## src/rtl/bus_mmio_if.sv

```systemverilog
// Main-bus side of the MMIO bridge: command, write-data, read-data and error channels.
// The bridge uses the slave modport; the main bus (or a bench) uses the master modport.
interface bus_mmio_if;
  logic        bmain_cvalid_bmmio;
  logic        bmmio_cready;
  logic        bmain_cmd;
  logic [25:0] bmain_addr;
  logic        bmain_wvalid_bmmio;
  logic        bmmio_wready;
  logic        bmain_wlast;
  logic [31:0] bmain_wdata;
  logic [3:0]  bmain_wmask;
  logic        bmmio_rvalid;
  logic        bmain_rready_bmmio;
  logic [31:0] bmmio_rdata;
  logic        bmmio_error;
  logic        bmain_eack_bmmio;

  modport slave (
    input  bmain_cvalid_bmmio, bmain_cmd, bmain_addr,
    input  bmain_wvalid_bmmio, bmain_wlast, bmain_wdata, bmain_wmask,
    input  bmain_rready_bmmio, bmain_eack_bmmio,
    output bmmio_cready, bmmio_wready, bmmio_rvalid, bmmio_rdata, bmmio_error
  );

  modport master (
    output bmain_cvalid_bmmio, bmain_cmd, bmain_addr,
    output bmain_wvalid_bmmio, bmain_wlast, bmain_wdata, bmain_wmask,
    output bmain_rready_bmmio, bmain_eack_bmmio,
    input  bmmio_cready, bmmio_wready, bmmio_rvalid, bmmio_rdata, bmmio_error
  );
endinterface

```

## src/rtl/bus_mmio.sv

```systemverilog
// MMIO bridge: single-beat main-bus commands to a one-hot req/ack peripheral port,
// with a watchdog that turns a silent or unmapped slot into a held bus error.
module bus_mmio #(
  parameter int NSLOTS  = 4,
  parameter int TIMEOUT = 255
) (
  input  logic                   clk_core,
  input  logic                   reset_n,
  bus_mmio_if.slave              bus,
  output logic [NSLOTS-1:0]      mmio_req,
  output logic                   mmio_we,
  output logic [9:0]             mmio_addr,
  output logic [31:0]            mmio_wdata,
  output logic [3:0]             mmio_wmask,
  input  logic [NSLOTS-1:0]      periph_ack,
  input  logic [32*NSLOTS-1:0]   periph_rdata
);

  typedef enum logic [2:0] {
    S_IDLE,
    S_WDATA,
    S_ACCESS,
    S_RESP,
    S_ERR
  } state_t;

  localparam logic [4:0] NSLOTS_W   = 5'(NSLOTS);
  localparam logic [7:0] WDOG_LIMIT = 8'(TIMEOUT - 1);

  state_t             r_state;
  state_t             w_next;
  logic               r_cmd;
  logic [3:0]         r_slot;
  logic [9:0]         r_addr;
  logic [31:0]        r_wdata;
  logic [3:0]         r_wmask;
  logic [31:0]        r_rdata;
  logic [7:0]         r_wdog;

  logic               w_cmd_mapped;
  logic               w_slot_mapped;
  logic               w_wdog_expired;
  logic               w_sel_ack;
  logic [31:0]        w_sel_rdata;
  logic [NSLOTS-1:0]  w_slot_onehot;
  logic               w_cready;
  logic               w_wready;
  logic               w_rvalid;
  logic               w_error;
  logic               w_unused_addr;

  // Only the slot and register fields decode; the upper window bits are don't-care.
  assign w_unused_addr  = ^bus.bmain_addr[25:14];
  assign w_cmd_mapped   = ({1'b0, bus.bmain_addr[13:10]} < NSLOTS_W);
  assign w_slot_mapped  = ({1'b0, r_slot} < NSLOTS_W);
  assign w_wdog_expired = (r_wdog == WDOG_LIMIT);

  always_comb begin
    w_sel_ack     = 1'b0;
    w_sel_rdata   = '0;
    w_slot_onehot = '0;
    for (int i = 0; i < NSLOTS; i++) begin
      if (r_slot == 4'(i)) begin
        w_slot_onehot[i] = 1'b1;
        w_sel_ack        = periph_ack[i];
        w_sel_rdata      = periph_rdata[32*i +: 32];
      end
    end
  end

  // NOTE: sequential state uses non-blocking assignments so every flop samples pre-edge values.
  always_ff @(posedge clk_core) begin
    if (!reset_n) r_state <= S_IDLE;
    else          r_state <= w_next;
  end

  always_comb begin
    w_next = r_state;
    unique case (r_state)
      S_IDLE: begin
        if (bus.bmain_cvalid_bmmio) begin
          if (!bus.bmain_cmd)     w_next = S_WDATA;
          else if (w_cmd_mapped)  w_next = S_ACCESS;
          else                    w_next = S_ERR;
        end
      end
      S_WDATA: begin
        if (bus.bmain_wvalid_bmmio) begin
          if (!bus.bmain_wlast || !w_slot_mapped) w_next = S_ERR;
          else                                   w_next = S_ACCESS;
        end
      end
      S_ACCESS: begin
        // An ack in the final watchdog cycle still completes the access.
        if (w_sel_ack)           w_next = r_cmd ? S_RESP : S_IDLE;
        else if (w_wdog_expired) w_next = S_ERR;
      end
      S_RESP:  if (bus.bmain_rready_bmmio) w_next = S_IDLE;
      S_ERR:   if (bus.bmain_eack_bmmio)   w_next = S_IDLE;
      default: w_next = S_IDLE;
    endcase
  end

  // NOTE: every comb output gets a default first, so no path leaves a latch behind.
  always_comb begin
    w_cready = 1'b0;
    w_wready = 1'b0;
    w_rvalid = 1'b0;
    w_error  = 1'b0;
    mmio_req = '0;
    mmio_we  = 1'b0;
    unique case (r_state)
      S_IDLE:   w_cready = 1'b1;
      S_WDATA:  w_wready = 1'b1;
      S_ACCESS: begin
        mmio_req = w_slot_onehot;
        mmio_we  = ~r_cmd;
      end
      S_RESP:   w_rvalid = 1'b1;
      S_ERR:    w_error  = 1'b1;
      default:  ;
    endcase
  end

  // NOTE: the datapath registers are reset too, because their values are visible on outputs.
  always_ff @(posedge clk_core) begin
    if (!reset_n) begin
      r_cmd   <= 1'b0;
      r_slot  <= '0;
      r_addr  <= '0;
      r_wdata <= '0;
      r_wmask <= '0;
      r_rdata <= '0;
      r_wdog  <= '0;
    end else begin
      if (r_state == S_IDLE && bus.bmain_cvalid_bmmio) begin
        r_cmd  <= bus.bmain_cmd;
        r_slot <= bus.bmain_addr[13:10];
        r_addr <= bus.bmain_addr[9:0];
      end
      if (r_state == S_WDATA && bus.bmain_wvalid_bmmio) begin
        r_wdata <= bus.bmain_wdata;
        r_wmask <= bus.bmain_wmask;
      end
      if (r_state == S_ACCESS && r_cmd && w_sel_ack) r_rdata <= w_sel_rdata;
      r_wdog <= (r_state == S_ACCESS) ? r_wdog + 8'd1 : 8'd0;
    end
  end

  assign bus.bmmio_cready = w_cready;
  assign bus.bmmio_wready = w_wready;
  assign bus.bmmio_rvalid = w_rvalid;
  assign bus.bmmio_error  = w_error;
  assign bus.bmmio_rdata  = r_rdata;
  assign mmio_addr        = r_addr;
  assign mmio_wdata       = r_wdata;
  assign mmio_wmask       = r_wmask;

endmodule

```

## src/flat_wrapper.sv

```systemverilog
// flat-port wrapper written by rule: the top's interface ports become plain ports
module bus_mmio_flat 
#(
  parameter int NSLOTS  = 4,
  parameter int TIMEOUT = 255
)
  (clk_core, reset_n, mmio_req, mmio_we, mmio_addr, mmio_wdata, mmio_wmask, periph_ack, periph_rdata, bus_bmain_cvalid_bmmio, bus_bmain_cmd, bus_bmain_addr, bus_bmain_wvalid_bmmio, bus_bmain_wlast, bus_bmain_wdata, bus_bmain_wmask, bus_bmain_rready_bmmio, bus_bmain_eack_bmmio, bus_bmmio_cready, bus_bmmio_wready, bus_bmmio_rvalid, bus_bmmio_rdata, bus_bmmio_error);
  bus_mmio_if bus_i ();
  input  logic clk_core;
  input  logic reset_n;
  output logic [NSLOTS-1:0] mmio_req;
  output logic mmio_we;
  output logic [9:0] mmio_addr;
  output logic [31:0] mmio_wdata;
  output logic [3:0] mmio_wmask;
  input  logic [NSLOTS-1:0] periph_ack;
  input  logic [32*NSLOTS-1:0] periph_rdata;
  input wire logic [$bits(bus_i.bmain_cvalid_bmmio)-1:0] bus_bmain_cvalid_bmmio;
  input wire logic [$bits(bus_i.bmain_cmd)-1:0] bus_bmain_cmd;
  input wire logic [$bits(bus_i.bmain_addr)-1:0] bus_bmain_addr;
  input wire logic [$bits(bus_i.bmain_wvalid_bmmio)-1:0] bus_bmain_wvalid_bmmio;
  input wire logic [$bits(bus_i.bmain_wlast)-1:0] bus_bmain_wlast;
  input wire logic [$bits(bus_i.bmain_wdata)-1:0] bus_bmain_wdata;
  input wire logic [$bits(bus_i.bmain_wmask)-1:0] bus_bmain_wmask;
  input wire logic [$bits(bus_i.bmain_rready_bmmio)-1:0] bus_bmain_rready_bmmio;
  input wire logic [$bits(bus_i.bmain_eack_bmmio)-1:0] bus_bmain_eack_bmmio;
  output wire logic [$bits(bus_i.bmmio_cready)-1:0] bus_bmmio_cready;
  output wire logic [$bits(bus_i.bmmio_wready)-1:0] bus_bmmio_wready;
  output wire logic [$bits(bus_i.bmmio_rvalid)-1:0] bus_bmmio_rvalid;
  output wire logic [$bits(bus_i.bmmio_rdata)-1:0] bus_bmmio_rdata;
  output wire logic [$bits(bus_i.bmmio_error)-1:0] bus_bmmio_error;
  assign bus_i.bmain_cvalid_bmmio = bus_bmain_cvalid_bmmio;
  assign bus_i.bmain_cmd = bus_bmain_cmd;
  assign bus_i.bmain_addr = bus_bmain_addr;
  assign bus_i.bmain_wvalid_bmmio = bus_bmain_wvalid_bmmio;
  assign bus_i.bmain_wlast = bus_bmain_wlast;
  assign bus_i.bmain_wdata = bus_bmain_wdata;
  assign bus_i.bmain_wmask = bus_bmain_wmask;
  assign bus_i.bmain_rready_bmmio = bus_bmain_rready_bmmio;
  assign bus_i.bmain_eack_bmmio = bus_bmain_eack_bmmio;
  assign bus_bmmio_cready = bus_i.bmmio_cready;
  assign bus_bmmio_wready = bus_i.bmmio_wready;
  assign bus_bmmio_rvalid = bus_i.bmmio_rvalid;
  assign bus_bmmio_rdata = bus_i.bmmio_rdata;
  assign bus_bmmio_error = bus_i.bmmio_error;
  bus_mmio #(.NSLOTS(NSLOTS), .TIMEOUT(TIMEOUT)) u_core (.clk_core(clk_core), .reset_n(reset_n), .bus(bus_i), .mmio_req(mmio_req), .mmio_we(mmio_we), .mmio_addr(mmio_addr), .mmio_wdata(mmio_wdata), .mmio_wmask(mmio_wmask), .periph_ack(periph_ack), .periph_rdata(periph_rdata));
endmodule
```

## config.mk

```make
export PLATFORM = sky130hd
export DESIGN_NAME = bus_mmio_flat
export DESIGN_NICKNAME = d
export VERILOG_FILES = /design/src/rtl/bus_mmio_if.sv /design/src/rtl/bus_mmio.sv /design/src/flat_wrapper.sv
export SDC_FILE = /design/constraint.sdc
export NUM_CORES = 1
export LEC_CHECK = 0
export ABC_AREA = 1
export ABC_CLOCK_PERIOD_IN_PS = 2100
export CORE_UTILIZATION = 37
export DETAILED_ROUTE_END_ITERATION = 8
export PLACE_DENSITY_LB_ADDON = 0.3
export SLEW_MARGIN = 15
export SYNTH_ARGS = -nofsm -noshare
export SYNTH_HDL_FRONTEND = slang
export SYNTH_SLANG_ARGS = --single-unit
```

## constraint.sdc

```tcl
create_clock -name clk_core -period 2.1 [get_ports clk_core]
set_clock_uncertainty 0.1 [all_clocks]
set_input_delay 0.21 -clock clk_core [delete_from_list [all_inputs] [get_ports clk_core]]
set_output_delay 0.21 -clock clk_core [all_outputs]
set_load 0.02 [all_outputs]
```

==> results.cfg <==
[grt]
track_usage_pct = 24.86
grt_pass1_wl_um = 25280
grt_max_degree = 39
antenna_found_initial = 1
grt.overflow.total = 0
grt_pass1_vias = 5217

[final_layout]
drive_above_1_share_pct = 8.750
layout.nets = 1159
fillers = 1127
synthToLayoutAreaGrowth_pct = 69.52
fin_util_pct = 65.17
finalNonFillerCells = 1129

[power_and_ir_drop]
ir_worst_vdd_mv = 0.6356
switchingPower_mw = 2.773
p_int_mw = 4.486
power_density_nw_per_um2 = 915.8
leakagePower_nw = 3.082
p_clk_share_pct = 25.0
p_sw_share_pct = 38.21
combinationalPowerShare_pct = 45.6
p_seq_share_pct = 29.4

[setup_path]
rr_worst_depth = 10
cp_cell_sequence = nor2_1 -> nand2_1 -> clkinv_1 -> clkdlybuf4s50_1
crit_slowest_cell = clkdlybuf4s50_1
critPathLaunchType = flip-flop
arrival_ns = 1.68
cp_max_fo = 6
r2r_start = u_core.r_slot[0]
worstPathRequired_ns = 1.79
crit_family = buffers and inverters
r2r-end = u_core.bus.bmmio_rdata[21]
rrSetupSlack_ns = 0.25
critPathMaxStageDelay_ns = 0.62
worst-path-buf-inv = 2
path_class = reg -> out
worstSetupEndpointType = output pin

[clock_network]
cts_tree = built
cts_setup_buffers = 0
clock_latency_ns = 0.34
h-tree-depth = 3
cts_sinks = 94
cts_buffers = 9
clockBufferDepth = 2
cts_root_buf = clkbuf_16
clk_pin_slew_worst_paths_ns = 0.07

[timing]
setup_violations = 0
maxSlewViolCount = 0
slew-limit-headroom_pct = 75.26
fin_crit_sh_pct = 94.61
worst_pin_slew_ns = 0.3706
tns_ns = 0
timing.fmax_mhz = 503.3
rsz0062_at_grt = false
fin_crit_ns = 1.987
hold_viol = 0

[routing]
wl_per_cell_um = 14.26
first_pass_iters = 7
drc = 0
routed_wl_um = 16100
via_per_inst = 4.800
vias = 5419
drt.antenna.violating_nets = 0
first_iter_violations = 294

[synthesis]
ys_warn_count = 0
yosys-top-cells-area = dfxtp_1, nand2_1, nand3_1
synthArstFlopShare_pct = 0
syn-num-nets = 893
synth_cell_types = 32
seq_area_frac_synth_pct = 40.25
syn_avg_cell_area_um2 = 6.786
synth_common_cells = nand2_1, dfxtp_1, nor2_1, nand3_1, a21oi_1
yosysTopAreaCell = dfxtp_1
syn_area_um2 = 4676
synth_seq_cells = 94
synth_top_area_share_pct = 40.25
yosysMostFrequentCell = nand2_1
synth_ff_type = dfxtp_1
postSynthCellCount = 689
synth-edff-count = 0

[die]
die-area_um2 = 13090
rows = 40
coreArea_um2 = 12160
fp.dieH_um = 114.4
pin_count = 289
start_util_pct = 38.45
die_x_um = 114.4

[placement]
post-place-cells = 1112
globalplace.congestion = 0.7876
place_hpwl_um = 12070
numPortBuffers = 276

[run]
cap_violations = 0

[worst_hold_path]
hold_class = in -> reg
min_from = bus_bmain_wdata[18]
holdPathEnd = u_core.mmio_wdata[18]
whs_path_depth = 3

[status]
run_status = complete, no violations
## through the flow
step | setup slack [ns] | hold WS [ns] | cell area, µm² | total power, mW
after global placement | 0.2375 | 0.3348 | 7596 | 5.500
after global routing | 0.01494 | 0.3372 | 7926 | 7.767
after detailed placement | 0.2086 | 0.3509 | 7596 | 5.508
after floorplan | 0.4032 | 0.2749 | 4676 | 4.134
after CTS | 0.009004 | 0.3236 | 7921 | 7.334
final | 0.1131 | 0.3377 | 7926 | 7.259
## per-layer routing
metal  vias to the layer above  track usage, %  wire length (µm)
met5                         -               0                 0
met4                         0           12.12               584
met3                        34           9.264              1601
met2                       199           42.55              7574
met1                      2420           27.08              6342
li1                       2766               -                 -
## layout by cell type (no fill, tap or decap), types with 2 or more instances in the layout
cell type and count:
a21oi_1 57, buf_12 3, buf_4 19, bufinv_16 2, clkbuf_16 9, clkdlybuf4s50_1 269
clkinvlp_4 2, dfxtp_1 94, dlygate4sd2_1 3, dlymetal6s2s_1 2, ha_1 2, inv_1 26
inv_2 6, nand2_1 192, nand2_2 2, nand3_1 77, nand4_1 22, nor2_1 85
nor2_2 25, nor2_4 5, nor3_1 3, o21ai_0 13, o21ai_1 26
## kinds of logic after synthesis
logic type | after synthesis | share of synthesized area, %
simple gates | 417 | 40.09
compound gates | 98 | 10.60
flops | 94 | 40.25
buf+inv | 77 | 8.349
fa+ha+maj | 2 | 0.5351
xor+xnor | 1 | 0.1874
## area by class of cell
class / instances / area [µm²] / area share, %
Timing Repair Buffer: 298 / 2962 / 37.36
Multi-Input combinational cell: 518 / 2404 / 30.32
Sequential cell: 94 / 1882 / 23.74
Clock buffer: 10 / 239.0 / 3.015
Tap cell: 168 / 210.2 / 2.652
Inverter: 34 / 135.1 / 1.705
Clock inverter: 6 / 92.59 / 1.168
Antenna cell: 1 / 2.502 / 0.03157
## worst max path at each step
stage,start,end,slack (ns),depth (start not counted)
6_report,u_core.r_state[2],bus_bmmio_cready,0.11,4
5_1_grt,u_core.r_state[0],bus_bmmio_cready,0.01,4
4_1_cts,u_core.r_state[2],bus_bmmio_wready,0.009,4
3_5_place_dp,u_core.r_state[1],mmio_we,0.21,5
3_3_place_gp,u_core.r_state[1],mmio_req[3],0.24,5
2_1_floorplan,u_core.r_state[0],u_core.r_state[0],0.40,9
## worst min-delay path: cells and delay by family
family	cells	cell delay, ns
AOI/OAI and AO/OA	1	0.06
buffers and inverters	1	0.40
and+or+nand+nor	1	0.08
## timing repair
action	in CTS	in global routing
pin swaps	0	0
hold buffers	0	0
setup endpoints to repair	5	7
gates resized for setup	5	6
## power by group through the flow
stage | clock network [mW] | registers [mW] | logic [mW]
6_report | 1.81 | 2.14 | 3.31
5_1_grt | 1.93 | 2.16 | 3.68
4_1_cts | 1.86 | 2.14 | 3.34
3_5_place_dp | 0 | 2.18 | 3.33
3_3_place_gp | 0 | 2.17 | 3.33
2_1_floorplan | 0 | 2.35 | 1.78
## flip-flops by register name, indices dropped and copies added, names as in the netlist
register	count
u_core.bus.bmmio_rdata	32
u_core.mmio_wdata	32
u_core.mmio_addr	10
u_core.r_wdog	8
u_core.mmio_wmask	4
u_core.r_slot	4
u_core.r_state	3
u_core.r_cmd	1
Power figures use the tool's default switching activity.
